==> config.mk <==
export PLATFORM = sky130hd
export DESIGN_NAME = uart_rx_monitor_flat
export DESIGN_NICKNAME = d
export VERILOG_FILES = /design/src/rtl/uart_rx_monitor_if.sv /design/src/rtl/uart_rx_monitor.sv /design/src/flat_wrapper.sv
export SDC_FILE = /design/constraint.sdc
export NUM_CORES = 1
export LEC_CHECK = 0
export CAP_MARGIN = 20
export CORE_MARGIN = 5
export CORE_UTILIZATION = 55
export CTS_BUF_LIST = sky130_fd_sc_hd__clkbuf_8 sky130_fd_sc_hd__clkbuf_16
export DETAILED_ROUTE_END_ITERATION = 12
export GPL_ROUTABILITY_DRIVEN = 0
export PLACE_DENSITY = 0.79
export SLEW_MARGIN = 0
export SYNTH_ARGS = -nofsm -noshare
export SYNTH_HDL_FRONTEND = slang
export SYNTH_SLANG_ARGS = --single-unit
==> constraint.sdc <==
create_clock -name clk_i -period 5 [get_ports clk_i]
set_input_delay 1 -clock clk_i [delete_from_list [all_inputs] [get_ports clk_i]]
set_output_delay 1 -clock clk_i [all_outputs]
set_load 0.03 [all_outputs]
==> src/rtl/uart_rx_monitor_if.sv <==
// Serial line and decoded-byte signals of the UART receive monitor.
// master = monitor side, slave = environment/observer side.
interface uart_rx_monitor_if;
  logic        rxd;
  logic        txd;
  logic [7:0]  rx_data;
  logic        rx_valid;
  logic        frame_err;
  logic [15:0] rx_count;

  modport master (
    input  rxd,
    output txd, rx_data, rx_valid, frame_err, rx_count
  );

  modport slave (
    output rxd,
    input  txd, rx_data, rx_valid, frame_err, rx_count
  );
endinterface

==> src/rtl/uart_rx_monitor.sv <==
// Receive-only 8N1 UART monitor: decodes bytes from rxd, pulses rx_valid/frame_err,
// counts good bytes and optionally echoes them to the simulator console.
module uart_rx_monitor #(
  parameter int unsigned CLK_FREQ_HZ = 50_000_000,
  parameter int unsigned BAUD_RATE   = 115200,
  parameter bit          ECHO_EN     = 1'b1
) (
  input logic              clk_i,
  input logic              rst_n_i,
  uart_rx_monitor_if.master bus
);

  localparam int unsigned DIV  = CLK_FREQ_HZ / BAUD_RATE;
  localparam int unsigned TW   = $clog2(DIV);
  localparam int unsigned HALF = DIV / 2;

  typedef enum logic [2:0] {
    IDLE,
    START,
    DATA,
    STOP,
    WAIT_IDLE
  } state_e;

  state_e          state_q, state_d;
  logic            sync1_q, rxd_s_q;
  logic [TW-1:0]   timer_q, timer_d;
  logic [2:0]      bit_q, bit_d;
  logic [7:0]      shift_q, shift_d;
  logic [7:0]      rx_data_q, rx_data_d;
  logic            rx_valid_q, rx_valid_d;
  logic            frame_err_q, frame_err_d;
  logic [15:0]     rx_count_q, rx_count_d;

  // Two-flop synchronizer; idles high so reset does not look like a start bit
  always_ff @(posedge clk_i or negedge rst_n_i) begin
    if (!rst_n_i) begin
      sync1_q <= 1'b1;
      rxd_s_q <= 1'b1;
    end else begin
      sync1_q <= bus.rxd;
      rxd_s_q <= sync1_q;
    end
  end

  always_ff @(posedge clk_i or negedge rst_n_i) begin
    if (!rst_n_i) begin
      state_q     <= IDLE;
      timer_q     <= '0;
      bit_q       <= '0;
      shift_q     <= '0;
      rx_data_q   <= '0;
      rx_valid_q  <= 1'b0;
      frame_err_q <= 1'b0;
      rx_count_q  <= '0;
    end else begin
      state_q     <= state_d;
      timer_q     <= timer_d;
      bit_q       <= bit_d;
      shift_q     <= shift_d;
      rx_data_q   <= rx_data_d;
      rx_valid_q  <= rx_valid_d;
      frame_err_q <= frame_err_d;
      rx_count_q  <= rx_count_d;
    end
  end

  always_comb begin
    state_d     = state_q;
    timer_d     = timer_q + TW'(1);
    bit_d       = bit_q;
    shift_d     = shift_q;
    rx_data_d   = rx_data_q;
    rx_valid_d  = 1'b0;
    frame_err_d = 1'b0;
    rx_count_d  = rx_count_q;

    unique case (state_q)
      IDLE: begin
        timer_d = '0;
        if (!rxd_s_q) state_d = START;
      end
      // Re-check the line at mid start bit to reject glitches
      START: begin
        if (timer_q == TW'(HALF - 1)) begin
          timer_d = '0;
          bit_d   = '0;
          state_d = rxd_s_q ? IDLE : DATA;
        end
      end
      DATA: begin
        if (timer_q == TW'(DIV - 1)) begin
          timer_d = '0;
          shift_d = {rxd_s_q, shift_q[7:1]};
          bit_d   = bit_q + 3'd1;
          if (bit_q == 3'd7) state_d = STOP;
        end
      end
      STOP: begin
        if (timer_q == TW'(DIV - 1)) begin
          timer_d = '0;
          if (rxd_s_q) begin
            rx_data_d  = shift_q;
            rx_valid_d = 1'b1;
            rx_count_d = rx_count_q + 16'd1;
            state_d    = IDLE;
          end else begin
            frame_err_d = 1'b1;
            state_d     = WAIT_IDLE;
          end
        end
      end
      // Break or bad stop: hold off until the line returns high
      WAIT_IDLE: begin
        timer_d = '0;
        if (rxd_s_q) state_d = IDLE;
      end
      default: begin
        timer_d = '0;
        state_d = IDLE;
      end
    endcase
  end

  assign bus.txd       = 1'b1;
  assign bus.rx_data   = rx_data_q;
  assign bus.rx_valid  = rx_valid_q;
  assign bus.frame_err = frame_err_q;
  assign bus.rx_count  = rx_count_q;

`ifndef SYNTHESIS
  // Console echo of firmware output; newline byte ends the line
  if (ECHO_EN) begin : g_echo
    always @(posedge clk_i) begin
      if (rx_valid_q) begin
        if (rx_data_q == 8'h0A) $write("\n");
        else                    $write("%c", rx_data_q);
      end
    end
  end
`endif

endmodule

==> src/flat_wrapper.sv <==
// flat-port wrapper written by rule: the top's interface ports become plain ports
module uart_rx_monitor_flat 
#(
  parameter int unsigned CLK_FREQ_HZ = 50_000_000,
  parameter int unsigned BAUD_RATE   = 115200,
  parameter bit          ECHO_EN     = 1'b1
)
  (clk_i, rst_n_i, bus_rxd, bus_txd, bus_rx_data, bus_rx_valid, bus_frame_err, bus_rx_count);
  uart_rx_monitor_if bus_i ();
  input logic clk_i;
  input logic rst_n_i;
  input wire logic [$bits(bus_i.rxd)-1:0] bus_rxd;
  output wire logic [$bits(bus_i.txd)-1:0] bus_txd;
  output wire logic [$bits(bus_i.rx_data)-1:0] bus_rx_data;
  output wire logic [$bits(bus_i.rx_valid)-1:0] bus_rx_valid;
  output wire logic [$bits(bus_i.frame_err)-1:0] bus_frame_err;
  output wire logic [$bits(bus_i.rx_count)-1:0] bus_rx_count;
  assign bus_i.rxd = bus_rxd;
  assign bus_txd = bus_i.txd;
  assign bus_rx_data = bus_i.rx_data;
  assign bus_rx_valid = bus_i.rx_valid;
  assign bus_frame_err = bus_i.frame_err;
  assign bus_rx_count = bus_i.rx_count;
  uart_rx_monitor #(.CLK_FREQ_HZ(CLK_FREQ_HZ), .BAUD_RATE(BAUD_RATE), .ECHO_EN(ECHO_EN)) u_core (.clk_i(clk_i), .rst_n_i(rst_n_i), .bus(bus_i));
endmodule
==> results.txt <==
TNS Setup: 0 ns
vias in the first global route: 1631
PwrDens: 257 nW/um2
final setup violation count: 0
most common library cell in the layout ignoring fill and taps: sky130_fd_sc_hd__dfrtp_1
mean cell area of the mapped netlist: 11.4 um2
most frequent cells in the layout: sky130_fd_sc_hd__dfrtp_1, sky130_fd_sc_hd__nand2_1, sky130_fd_sc_hd__clkdlybuf4s50_1, sky130_fd_sc_hd__nor2_1, sky130_fd_sc_hd__xnor2_1
headroom to the max-slew limit: 57.7%
hold slack: 0.359 ns
post-synthesis cell area: 2410 um2
final critical delay including setup and external delays: 2.48 ns
required time of the worst setup path: 4.00 ns
layout cell share with drive strength beyond 1: 16.1%
area of the die: 5810 um2
worst supply voltage drop on vdd: 0.146 mV
Critical Path Slowest Stage Cell: sky130_fd_sc_hd__clkdlybuf4s50_1
final worst-path cycle share: 49.6%
number of port buffers: 28
family with the most delay on the worst path: buffers and inverters
total count of max-transition violations in the final report: 0
Worst Tran Pin Value: 0.635 ns
Setup Buffers After CTS: 0
Detailed Route WL: 4230 um
Clock Path Buffers: 2
Synth-to-Final Area Change: 17.1%
Fin. Hold Viols: 0
r2r worst-path depth: 6
io pins: 30
result of the run: complete, no violations
final antenna diode count: 0
flip-flop and latch count after synthesis: 51
depth of the critical timing path with buffers and inverters included: 1
vias after detailed routing: 1633
number of antenna-violating nets in the routed design: 0
sort of element at the end of the critical path: output pin
# clock sinks: 51
peak clock frequency supported by timing: 404 MHz
number of buffers added by the clock tree synthesis step: 5
Power Total: 726 uW
warning count from the yosys run: 0
Final Skew: 0.00982 ns
clock latency on the worst-skew pair: 0.31 ns
remaining global-route overflow: 0
number of max-capacitance violations reported: 0
Worst Setup Slack post-DPL: 2.87 ns
WP data arrival: 1.48 ns
startpoint kind of the worst setup timing path: register
drt drc: 0
Final Net Count: 250
Hold Path Cell Cnt: 0
initial core utilization: 56.2%
maximum fanout along the worst path: 6
path type of the worst setup path: reg -> out
Synth Net Count: 221
number of buffer and inverter stages on the critical path: 1
Global Route Usage Sum: 15.6%
core utilization of the finished layout: 65.8%
wire length per cell after detailed routing: 14.4 um
worst-path cell chain: clkdlybuf4s50_1
synthesized instance count: 212
hold_buf cts: 0
post-cts gate resize count: 0
pin count of the biggest net entering global routing: 52
Worst-path clk slew: 0.09 ns
global-route wire length before repair: 7440 um
part of the Yosys area used for sequential elements: 53.0%
Detailed Place HPWL: 2920 um
number of H-tree branching levels: 2
violation count after the first detailed-routing iteration: 118
initial antenna violation count: 0
Hold/Removal Path Class: reg -> reg
core area: 4290 um2
largest stage delay on the critical path: 0.71 ns
height of the chip: 76.2 um
setup repair after global routing missed its margin: no
length of the first detailed-routing pass in iterations: 5
average vias per placed instance: 5.55
Chip Width: 76.2 um
count of fill cells added during filler insertion: 324
Clock Root Buffer: sky130_fd_sc_hd__clkbuf_8
distinct cell type count of the synthesized netlist: 47
TritonCTS clock tree: done
LEAKAGE: 0.00128 uW
worst-case setup margin in the final layout: 2.52 ns
number of rows in the core area: 24
==> layout make-up <==
class                      count  area, um2  area share (%)
clock buffer                   6       82.6            2.92
inverter                       5       18.8           0.664
clock inverter                 2       38.8            1.37
sequential                    51       1280            45.3
tap                           52       65.1            2.30
multi-input combinational    149       1060            37.5
timing repair buffer          29        283            10.0
==> synth_stat cells, drive strengths merged <==
cell	instances	area share, %
inv	5	0.78
nand4bb	1	0.47
nand3	14	3.3
nor3b	2	0.62
and3	3	0.78
nor3	2	0.41
a22o	2	0.73
ha	6	3.1
xnor2	14	5.1
a21o	1	0.31
mux2	9	4.2
nor2	19	3.2
nor2b	2	0.52
and3b	1	0.36
dfstp	2	2.2
o221a	1	0.47
o32a	1	0.41
and4bb	2	1.2
nand2	33	5.2
a31oi	1	0.52
or3	1	0.26
and4b	2	0.88
nor4	4	2.1
nand4	6	2.2
and2	1	0.26
a21oi	5	1.2
xor2	8	2.9
buf	5	1.5
conb	1	0.16
nand4b	2	0.73
a2111o	1	0.47
or3b	1	0.36
nand3b	1	0.83
dfrtp	49	51
or4	1	0.47
clkbuf	2	0.88
o21ai	1	0.21
==> report_power, final <==
part	switching [uW]	internal, uW	leakage, uW
combinational	8.96	1.69	0.000525
sequential	1.74	414	0.000691
clock	135	165	0.0000618
==> routing by layer <==
layer	track usage (%)	wire, um	vias to the layer above
met5	0	0	-
met4	8.22	95	0
met3	4.37	198	9
met2	25.2	2040	35
met1	19.0	1900	799
li1	-	-	790
==> kinds of logic after synthesis <==
group                    synth area share, %
multiplexers                            4.20
XOR/XNOR                                7.98
other                                  0.155
AND/OR/NAND/NOR                         24.1
buffers and inverters                   3.16
flip-flops                              53.0
adder cells (fa/ha/maj)                 3.11
AO/OA/AOI/OAI                           4.30
==> sequential cells by signal, indices dropped and copies added (netlist names) <==
| register | count |
|---|---|
| u_core.shift_q | 8 |
| u_core.bit_q | 3 |
| u_core.rxd_s_q | 1 |
| u_core.timer_q | 9 |
| u_core.bus.frame_err | 1 |
| u_core.sync1_q | 1 |
| u_core.bus.rx_valid | 1 |
| u_core.state_q | 3 |
| u_core.bus.rx_data | 8 |
| u_core.bus.rx_count | 16 |
==> path summary, 6_finish.rpt <==
check                                                   start                                   to  slack [ns]
min in group asynchronous                             rst_n_i  u_core.bus.rx_count[13]$_DFFE_PN0P_        0.79
setup / recovery           u_core.bus.rx_count[2]$_DFFE_PN0P_                      bus_rx_count[2]        2.52
hold / removal                       u_core.sync1_q$_DFF_PN1_             u_core.rxd_s_q$_DFF_PN1_        0.36
max in group asynchronous                             rst_n_i          u_core.timer_q[6]$_DFF_PN0_        3.77
setup reg to reg                  u_core.timer_q[1]$_DFF_PN0_        u_core.state_q[0]$_DFFE_PN0P_        3.15
hold reg to reg                      u_core.sync1_q$_DFF_PN1_             u_core.rxd_s_q$_DFF_PN1_        0.36
==> per-stage QoR <==
| stage | cells | area (um2) |
|---|---|---|
| after global routing | 294 | 2830 |
| after CTS | 294 | 2830 |
| after global placement | 286 | 2700 |
| after floorplan | 212 | 2410 |
| after detailed placement | 286 | 2700 |
| final | 294 | 2830 |
(Power assumes the default switching activity.)
